### src/rtl/tmds_bitslip_ctrl.sv
// rtl/tmds_bitslip_ctrl.sv - TMDS word-alignment bit-slip controller (define TMDS_BITSLIP_STATS_EN to add slip_total_out)
module tmds_bitslip_ctrl #(
  parameter int SEARCH_WINDOW = 1024,
  parameter int MATCH_RUN     = 8,
  parameter int SETTLE_CYCLES = 4,
  parameter int LOSS_TIMEOUT  = 65535
) (
  input  logic       clk_1x_in,
  input  logic       reset_n_in,
  input  logic       clk_locked_in,
  input  logic [9:0] deser_data_in,
  output logic       bit_slip_out,
  output logic       aligned_out,
  output logic [3:0] slip_count_out,
  output logic       search_fail_out
`ifdef TMDS_BITSLIP_STATS_EN
  ,
  output logic [15:0] slip_total_out
`endif
);

  localparam int WIN_W = $clog2(SEARCH_WINDOW + 1);
  localparam int RUN_W = $clog2(MATCH_RUN + 1);
  localparam int SET_W = $clog2(SETTLE_CYCLES + 1);

  typedef enum logic [2:0] {
    IDLE   = 3'd0,
    SEARCH = 3'd1,
    SLIP   = 3'd2,
    SETTLE = 3'd3,
    LOCKED = 3'd4
  } state_t;

  state_t state;
  state_t next_state;

  logic [WIN_W-1:0] win_cnt;
  logic [RUN_W-1:0] run_cnt;
  logic [SET_W-1:0] settle_cnt;
  logic [15:0]      loss_cnt;

  logic       is_token;
  logic       bit_slip_d;
  logic       aligned_d;
  logic [3:0] slip_count_d;
  logic       search_fail_d;

  // Match the four TMDS control-period symbols on the full 10-bit word
  always_comb begin
    is_token = (deser_data_in == 10'h354) || (deser_data_in == 10'h0AB) ||
               (deser_data_in == 10'h154) || (deser_data_in == 10'h2AB);
  end

  // State register; reset dominates everything
  always_ff @(posedge clk_1x_in) begin
    if (!reset_n_in) begin
      state <= IDLE;
    end else begin
      state <= next_state;
    end
  end

  // Next-state logic; losing the clock lock sends every state back to IDLE
  always_comb begin
    next_state = state;
    if (!clk_locked_in) begin
      next_state = IDLE;
    end else begin
      case (state)
        IDLE:   next_state = SEARCH;
        SEARCH: begin
          if (run_cnt == RUN_W'(MATCH_RUN)) begin
            next_state = LOCKED;
          end else if (win_cnt == WIN_W'(SEARCH_WINDOW - 1)) begin
            next_state = SLIP;
          end
        end
        SLIP:   next_state = SETTLE;
        SETTLE: begin
          if (settle_cnt == SET_W'(SETTLE_CYCLES - 1)) begin
            next_state = SEARCH;
          end
        end
        LOCKED: begin
          if (loss_cnt == 16'(LOSS_TIMEOUT)) begin
            next_state = SEARCH;
          end
        end
        default: next_state = IDLE;
      endcase
    end
  end

  // Per-state counters, all cleared on any state change so each state starts fresh
  always_ff @(posedge clk_1x_in) begin
    if (!reset_n_in) begin
      win_cnt    <= '0;
      run_cnt    <= '0;
      settle_cnt <= '0;
      loss_cnt   <= '0;
    end else if (next_state != state) begin
      win_cnt    <= '0;
      run_cnt    <= '0;
      settle_cnt <= '0;
      loss_cnt   <= '0;
    end else begin
      case (state)
        SEARCH: begin
          win_cnt <= win_cnt + WIN_W'(1);
          run_cnt <= is_token ? run_cnt + RUN_W'(1) : '0;
        end
        SETTLE: settle_cnt <= settle_cnt + SET_W'(1);
        LOCKED: loss_cnt   <= is_token ? 16'd0 : loss_cnt + 16'd1;
        default: ;
      endcase
    end
  end

  // Output decode from the upcoming state so every output comes straight from a flop
  always_comb begin
    bit_slip_d    = (next_state == SLIP);
    aligned_d     = (next_state == LOCKED);
    slip_count_d  = slip_count_out;
    search_fail_d = search_fail_out;
    if (next_state == SLIP) begin
      if (slip_count_out == 4'd9) begin
        slip_count_d  = 4'd0;
        search_fail_d = 1'b1;
      end else begin
        slip_count_d = slip_count_out + 4'd1;
      end
    end
    if ((next_state == LOCKED) && (state != LOCKED)) begin
      search_fail_d = 1'b0;
    end
  end

  // Output registers; slip position survives lock loss so it keeps tracking the deserializer
  always_ff @(posedge clk_1x_in) begin
    if (!reset_n_in) begin
      bit_slip_out    <= 1'b0;
      aligned_out     <= 1'b0;
      slip_count_out  <= 4'd0;
      search_fail_out <= 1'b0;
    end else begin
      bit_slip_out    <= bit_slip_d;
      aligned_out     <= aligned_d;
      slip_count_out  <= slip_count_d;
      search_fail_out <= search_fail_d;
    end
  end

`ifdef TMDS_BITSLIP_STATS_EN
  // Saturating lifetime count of slip pulses, cleared only by reset
  always_ff @(posedge clk_1x_in) begin
    if (!reset_n_in) begin
      slip_total_out <= 16'd0;
    end else if (bit_slip_d && (slip_total_out != 16'hFFFF)) begin
      slip_total_out <= slip_total_out + 16'd1;
    end
  end
`endif

endmodule
### config.mk
export PLATFORM = sky130hd
export DESIGN_NAME = tmds_bitslip_ctrl
export DESIGN_NICKNAME = d
export VERILOG_FILES = /design/src/rtl/tmds_bitslip_ctrl.sv
export SDC_FILE = /design/constraint.sdc
export NUM_CORES = 1
export LEC_CHECK = 0
export ABC_AREA = 1
export CAP_MARGIN = 10
export CORE_MARGIN = 8
export CORE_UTILIZATION = 51
export CTS_CLUSTER_SIZE = 16
export DETAILED_ROUTE_END_ITERATION = 8
export PLACE_DENSITY = 0.75
export REMOVE_ABC_BUFFERS = 1
export SYNTH_ARGS = -nofsm -noshare
export SYNTH_HDL_FRONTEND = slang
export SYNTH_SLANG_ARGS = --single-unit
### constraint.sdc
create_clock -name clk_1x_in -period 1.8 [get_ports clk_1x_in]
set_clock_uncertainty 0.15 [all_clocks]
set_input_delay 0.36 -clock clk_1x_in [delete_from_list [all_inputs] [get_ports clk_1x_in]]
set_output_delay 0.36 -clock clk_1x_in [all_outputs]
set_load 0.03 [all_outputs]
### Yosys cells after proc, flatten, opt, wreduce, memory -nomap -nowiden

Cells that the tools add are included.

* eq/ne operators: 17
* $add $sub $neg: 5
* bitwise logic cells: 1
* reductions and logical operators: 8
* mux-type cells: 9

Operators with widths (number)
* 10-bit equality test (second input constant): 2
* 16-bit by 1-bit adder with 16-bit output (second input constant): 1
* 16-bit equality test (second input constant): 1
* 16-bit two-way mux: 1
* 3-bit two-way mux: 5
* 3-bit case mux with 5 select lines: 1
* 3-bit by 2-bit equality test with 1-bit output (second input constant): 4
* 11-bit by 1-bit adder with 11-bit output (second input constant): 1
* 11-bit by 10-bit equality test with 1-bit output (second input constant): 1
* 10-bit by 8-bit equality test with 1-bit output (second input constant): 1
* 10-bit by 9-bit equality test with 1-bit output (second input constant): 1
* 4-bit by 1-bit adder with 4-bit output (second input constant): 2
* 4-bit equality test (second input constant): 2
* 4-bit two-way mux: 2
* 3-bit equality test (second input constant): 2
* 2-bit OR reduction: 2
* 3-bit by 1-bit adder with 3-bit output (second input constant): 1
* 3-bit by 1-bit equality test with 1-bit output (second input constant): 1
* 3-bit zero test: 1
* 1-bit logical OR: 3
* 3-bit inequality test: 1
* 3-bit inequality test (second input constant): 1
* 2-bit AND reduction: 1
* 1-bit logical AND: 1
* 1-bit inverter: 1

* input port bits: 13
* output and inout bits: 7
* flip-flop bits (word level): 44
* logic and storage cells: 49

### Logic depth before layout (Yosys ltp)

Gate-level depths: netlist (run 1).

* depth after elaboration: 8
* gate-level depth with buffers: 13

### Worst setup path before layout (run 1)

No wires, ideal clock.

* path kind: flip-flop to flip-flop
* start: register win_cnt[0]
* end: register loss_cnt[5]
* data arrival time: 1514 ps
* stages on the path, launching flop included: 12
* required time: 1531 ps
* library setup time: 119 ps
* path buffers: 1
* clock period less this slack: 1784 ps
* slack: 16 ps
* cell sequence: dfxtp_1 ha_1 nand2_1 nor2_1 nand3_1 o21ai_2 nand3_2 nand2_1 nor2_2 nand3_4 buf_6 nor2_2

* longest elaborated chain between the ends: 7

RTL lines
* start: declaration: RTL line 37 `logic [WIN_W-1:0] win_cnt;`
* start signal: assignment: RTL line 109 `win_cnt <= win_cnt + WIN_W'(1);`
* 11-bit by 10-bit equality test with 1-bit output: RTL line 74 `end else if (win_cnt == WIN_W'(SEARCH_WINDOW - 1)) begin`
* 3-bit two-way mux: RTL line 74
* 3-bit two-way mux: RTL line 72 `if (run_cnt == RUN_W'(MATCH_RUN)) begin`
* 3-bit case mux with 5 select lines: RTL line 69 `case (state)`
* 3-bit two-way mux: RTL line 66 `if (!clk_locked_in) begin`
* 3-bit inequality test: RTL line 101 `end else if (next_state != state) begin`
* 2-bit OR reduction (no source line)
* end signal: assignment: RTL line 113 `LOCKED: loss_cnt <= is_token ? 16'd0 : loss_cnt + 16'd1;`
* end: declaration: RTL line 40 `logic [15:0] loss_cnt;`

Every way passes these cells.
A chain may end at the register's enable or synchronous reset.

### Worst setup path in the final report (run 1)

* start: register loss_cnt[10]
* end: register settle_cnt[0]

* longest elaborated chain between the ends: 6

RTL lines
* 16-bit equality test: RTL line 85 `if (loss_cnt == 16'(LOSS_TIMEOUT)) begin`
* 3-bit two-way mux: RTL line 85
* 3-bit case mux with 5 select lines: RTL line 69
* 3-bit two-way mux: RTL line 66
* 3-bit inequality test: RTL line 101
* 2-bit OR reduction (no source line)
* end signal: assignment: RTL line 112 `SETTLE: settle_cnt <= settle_cnt + SET_W'(1);`
* end: declaration: RTL line 39 `logic [SET_W-1:0] settle_cnt;`

Every way passes these cells.

==> out/metrics.yaml, run 1 <==
grt_max_degree: 22
grt_setup_unrepaired: "yes"
yosysWarnings: 0
routed_wl_um: 5535
syn_avg_cell_area_um2: 7.211
core_um2: 4324
drtPass1Iterations: 5
syn_to_final_growth_pct: 43.40
synth_flop_cell: "dfxtp_1"
critPathMaxFanout: 6
slowest_delay_ns: 0.36
syn_inst: 313
drv_slew: 0
ff2ff_setup_slack_ns: -0.15
status: "finished with violations"
io_pins: 20
ys_async_sr_fraction: 0
grtUsageTotal: 0.1488
seqCellArea_um2: 894.6
ys_types: 34
final_cells: 432
power.leakage_nw: 1.272
dp_hpwl_um: 3549
netSwitchingPower_mw: 0.4164
antenna_found_initial: 0
synth_area_leader_cell: "dfxtp_1"
clock_latency_ns: 0.29
r2r_cells: 11
vdd_drop_max_v: 0.0004994
holdPathEnd: "search_fail_out$_SDFFE_PP0P_"
end_kind: "flip-flop"
wl_per_cell_um: 12.81
grt_pass1_vias: 1999
vias: 2222
drive_gt1_frac: 0.3342
seq_power_share: 0.517
via_per_inst: 5.144
violations: "negative setup slack"
die_area_um2: 6810
std_cell_rows: 24
crit_family: "simple AND/OR/NAND/NOR gates"
fin_crit_ns: 1.949
final-setup-viol-count: 34
die_w_um: 82.53
cts_tree: "built"
nNetsFinal: 398
tightest_slew_ns: 0.3203
p_sw_frac: 0.2198
timing.rr.start: "loss_cnt[10]$_SDFFE_PP0N_"
power_density_nw_per_um2: 585.3
drt-initial-drc-count: 128
clkPwrFrac: 0.389
cp_cell_sequence: "nand2_1 > nor2_2 > inv_1 > nor2_1 > nand3_1 > nand2_1 > nand3_1 > nand2_2 > nand3_4 > clkbuf_16 > nor2_1"
numCtsBuffers: 5
multiInputGateArea_um2: 1429
io_buffers: 18
fillers: 317
maxCapViolations: 0
hold_path_startpoint: "search_fail_out$_SDFFE_PP0P_"
ys_seq_elements: 44
synth_commonest_cells: "nand2_1 (62), nor2_1 (58), dfxtp_1 (44)"
hold_viol_final: 0
critPathSlowestCell: "dfxtp_1"
worstHoldPathCells: 2
drc: 0
crit_required_ns: 1.87
max_slew_margin: 0.7861
htree_levels: 2
start_util: 0.5220
globalplace.congestion: 0.8009
ctsRootBufferMaster: "clkbuf_8"
path_buf_inv: 2
die_h_um: 82.53
pwr-share-comb: 0.095
cp-start-kind: "flip-flop"
r2r_end: "settle_cnt[0]$_SDFFE_PP0P_"
internal_power_mw: 1.478
critPathKind: "flip-flop to flip-flop"
synth_top_area_share: 0.3902
synth_most_common_cell: "nand2_1"
placed_area_um2: 2745
diodes: 0
cts_buffer_depth: 2
finalWorstSetupSlack_ns: -0.1491
overflow: 0
clock.fmax_mhz: 513.1
cts_sinks: 44
grt_pass1_wl_um: 8162
synthesis.area_um2: 2257
placedCellCount: 413
fin_area_um2: 3237
path_clk_slew_ns: 0.08
synth_edf_count: 0
postRouteAntennaNets: 0
period_share: 1.083
synth.area.top_cells: "dfxtp_1 (39%), nand2_1 (10%), nor2_1 (9.6%), nand3_1 (6.4%), inv_1 (5.3%)"
ys_seq_area_frac: 0.3902
hold_class: "flip-flop to flip-flop"
arrival_ns: 2.02
hold_buffers: 0
[power by group through the flow]
| stage | Clock (mW) | Combinational [mW] | Sequential [mW] |
|---|---|---|---|
| after floorplan | 0 | 0.0477 | 1.00 |
| after global placement | 0 | 0.118 | 1.00 |
| after detailed placement | 0 | 0.120 | 1.00 |
| after CTS | 0.759 | 0.139 | 0.978 |
| after global routing | 0.796 | 0.192 | 0.979 |
| final | 0.737 | 0.179 | 0.979 |
[area by class of cell]
cell class,instances,area share
clock buffer,6,0.02242
timing repair buffer,63,0.1867
multi-input combinational,230,0.4414
inverter,35,0.04213
clock inverter,2,0.01082
tap,52,0.02010
sequential,44,0.2764
[layer usage]
layer  share of wire  GRT usage  vias to the layer above
li1                -          -                     1138
met1            0.44     0.1771                     1033
met2            0.51     0.2655                       41
met3           0.039    0.03571                       10
met4          0.0094    0.02931                        0
met5               0          0                        -
[logic make-up after synthesis]
group           after synthesis  synth area share
simple gates                185            0.3769
flops                        44            0.3902
buf+inv                      39           0.07483
compound gates               24           0.06542
xor+xnor                     13           0.05044
fa+ha+maj                     6           0.03326
mux                           2          0.008870
[worst register-to-register path: stages, from the launching register on]
cell and delay [ns]:
dfxtp_1 0.36, nand2_1 0.10, nor2_2 0.18, inv_1 0.07
nor2_1 0.12, nand3_1 0.08, nand2_1 0.09, nand3_1 0.09
nand2_2 0.10, nand3_4 0.20, clkbuf_16 0.23, nor2_1 0.11
[metrics by stage]
stage                       util  worst slack (ns)  total power [mW]  TNS [ns]  hold slack (ns)
after floorplan                -          -0.03282             1.048    -1.006           0.3194
after global placement    0.6348           -0.1179             1.119    -2.064           0.2851
after detailed placement  0.6348           -0.1310             1.121    -3.663           0.2890
after CTS                 0.6823          -0.06251             1.876    -1.060           0.2990
after global routing      0.7486           -0.2485             1.967    -7.175           0.3309
final                     0.7486           -0.1491             1.894    -3.098           0.2969
[registers in the layout (all words and copies together), names as in the netlist]
register and cells:
aligned_out 1, settle_cnt 3, slip_count_out 4, win_cnt 11
loss_cnt 16, state 3, search_fail_out 1, bit_slip_out 1
run_cnt 4
[layout by cell type, fill, tap and decap left out, drive strengths merged, types with 2 or more instances in the layout]
cell type       n
a21oi           8
buf            43
clkbuf          8
clkdlybuf4s50  11
dfxtp          44
dlygate4sd2     5
dlymetal6s2s    2
ha              6
inv            35
mux2i           2
nand2          64
nand3          32
nand3b          4
nand4           2
nor2           72
nor3            8
o21ai           8
o221ai          2
xnor2           3
xor2           10
[timing repair]
item / in CTS / in global routing
pin swaps: 4 / 11
setup buffers: 0 / 7
endpoints found under the setup margin: 44 / 40
gates resized for setup: 30 / 53
gates cloned: 1 / 3
[worst max-delay path by stage]
stage | from | end | cells past startpoint
after global placement | deser_data_in[4] | loss_cnt[10]$_SDFFE_PP0N_ | 9
after global routing | loss_cnt[10]$_SDFFE_PP0N_ | win_cnt[2]$_SDFFE_PP0P_ | 12
after CTS | win_cnt[0]$_SDFFE_PP0P_ | win_cnt[5]$_SDFFE_PP0P_ | 10
final | loss_cnt[10]$_SDFFE_PP0N_ | settle_cnt[0]$_SDFFE_PP0P_ | 11
after floorplan | win_cnt[0]$_SDFFE_PP0P_ | loss_cnt[0]$_SDFFE_PP0N_ | 9
after detailed placement | deser_data_in[2] | loss_cnt[8]$_SDFFE_PP0N_ | 9
No activity file was read; power rests on OpenSTA's default activity.
==> run 2, diff against run 1 <==
CORE_UTILIZATION = 40   (was 51)
GPL_TIMING_DRIVEN = 1   (was unset)
PLACE_DENSITY = 0.61   (was 0.75)
==> run 2 against run 1 <==
Compared with the run above:
- the flow still finishes with violations (negative setup slack)
- cell count is 3.7% higher
- die area is 22% higher
- maximum frequency is 7.8% higher
- non-clock buffer count is 4 lower
- sequential power hardly changed
- core utilization is 19 points lower
- clock power is 2% higher
- critical path depth is 1 lower
- sequential share of layout area is 1.6 points higher
- clock-buffer cell count stayed put
- critical endpoint is now loss_cnt[2]$_SDFFE_PP0N_
- largest power group unchanged
- highest routed layer unchanged
==> out/metrics.yaml, run 2 (same netlist as run 1, synthesis figures left out) <==
p_sw_frac: 0.2175
power.leakage_nw: 1.217
clkPwrFrac: 0.405
routed_wl_um: 4752
crit_required_ns: 1.88
internal_power_mw: 1.449
grt_setup_unrepaired: "yes"
grt_pass1_vias: 2036
io_pins: 20
final_cells: 448
die_area_um2: 8303
drtPass1Iterations: 4
ctsRootBufferMaster: "clkbuf_8"
critPathMaxFanout: 23
finalPower_mw: 1.852
path_clk_slew_ns: 0.08
globalplace.congestion: 0.8177
placedCellCount: 440
grt_pass1_wl_um: 8466
hold_class: "flip-flop to flip-flop"
drt-initial-drc-count: 78
r2r_cells: 10
fin_crit_ns: 1.807
drc: 0
die_w_um: 91.12
diodes: 0
cts_buffer_depth: 2
pre_cts_slack_ns: -0.1565
postRouteAntennaNets: 0
cts_tree: "built"
grtUsageTotal: 0.1196
die_h_um: 91.12
numCtsBuffers: 5
power_density_nw_per_um2: 610.5
layout_commonest_cell: "nand2_1"
core_um2: 5473
htree_levels: 2
regMostFlops: "loss_cnt"
seq_power_share: 0.528
maxCapViolations: 0
top_regs: "loss_cnt: 16 flops, win_cnt: 11 flops"
arrival_ns: 1.89
pwr-share-comb: 0.067
final-setup-viol-count: 11
start_util: 0.4124
status: "finished with violations"
drive_gt1_frac: 0.2739
hold_buffers: 0
violations: "negative setup slack"
std_cell_rows: 27
grt_max_degree: 24
clock.fmax_mhz: 553.3
via_per_inst: 4.759
clock_latency_ns: 0.30
max_slew_margin: 0.7867
largest_reg_flops: 16
worstHoldPathCells: 2
setup_tns_ns: -0.02878
syn_to_final_growth_pct: 34.37
finalWorstSetupSlack_ns: -0.007461
vdd_drop_max_v: 0.0002849
overflow: 0
io_buffers: 18
period_share: 1.004
cp-start-kind: "flip-flop"
tightest_slew_ns: 0.3194
drv_slew: 0
nNetsFinal: 394
vias: 2132
wl_per_cell_um: 10.61
end_kind: "flip-flop"
mostFrequentLayoutCells: "nand2_1 (56), nor2_1 (48), dfxtp_1 (40)"
antenna_found_initial: 0
netSwitchingPower_mw: 0.4028
dp_hpwl_um: 3597
hold_viol_final: 0
critPathKind: "flip-flop to flip-flop"
cts_sinks: 44
-- run 2: cell count changes in the layout (fill, tap and decap cells not counted), sizes merged --
cell | previous run | this run
buf | 43 | 41
clkbuf | 8 | 6
dlygate4sd2 | 5 | 6
dlymetal6s2s | 2 | 1
-- run 2: layout make-up --
cell class	instances	area [um2]
Fill cell	533	2440
Multi-Input combinational cell	230	1306
Sequential cell	44	885.9
Timing Repair Buffer	59	511.7
Inverter	35	131.4
Tap cell	72	90.09
Clock buffer	6	72.57
Clock inverter	2	35.03
-- run 2: through the flow --
step	hold WS (ns)	area (um2)	utilization
final	0.3198	3033	0.5542
after global routing	0.3379	3033	0.5542
after CTS	0.3207	2977	0.5439
after detailed placement	0.3150	2823	0.5158
after global placement	0.2922	2823	0.5158
after floorplan	0.3194	2220	-
-- run 2: worst paths after layout --
check	startpoint	to	slack (ns)
worst max-delay path	win_cnt[0]$_SDFFE_PP0P_	loss_cnt[2]$_SDFFE_PP0N_	-0.007
worst min-delay path	search_fail_out$_SDFFE_PP0P_	search_fail_out$_SDFFE_PP0P_	0.32
worst max register to register	win_cnt[0]$_SDFFE_PP0P_	loss_cnt[2]$_SDFFE_PP0N_	-0.007
worst min register to register	search_fail_out$_SDFFE_PP0P_	search_fail_out$_SDFFE_PP0P_	0.32
-- run 2: what timing repair did --
| action | 4_1_cts | 5_1_grt |
|---|---|---|
| gates resized for setup | 25 | 19 |
| pin swaps | 4 | 0 |
| setup buffers | 0 | 0 |
| setup endpoints to repair | 45 | 40 |
-- run 2: worst max-delay path: stages, from the launching register on --
cell and delay [ns]:
dfxtp_2 0.36, ha_4 0.15, nand2_4 0.05, nor2_4 0.14, nand3_4 0.09, o21ai_2 0.18
a21oi_1 0.10, nor2_2 0.15, nand3_4 0.11, buf_12 0.17, nor2_1 0.09
-- run 2: per-layer routing --
layer,vias to the layer above,wire [um],GRT usage,share of wire
li1,1121,-,-,-
met1,977,2210,0.1286,0.47
met2,28,2320,0.2128,0.49
met3,6,162,0.03292,0.034
met4,0,59,0.05457,0.012
met5,-,0,0,0
-- run 2: power by group through the flow --
stage / logic (mW) / clock network (mW) / registers [mW]
finish: 0.124 / 0.749 / 0.978
floorplan: 0.0477 / 0 / 1.00
detailed placement: 0.121 / 0 / 1.00
CTS: 0.124 / 0.776 / 0.978
global route: 0.137 / 0.813 / 0.979
global placement: 0.120 / 0 / 1.00
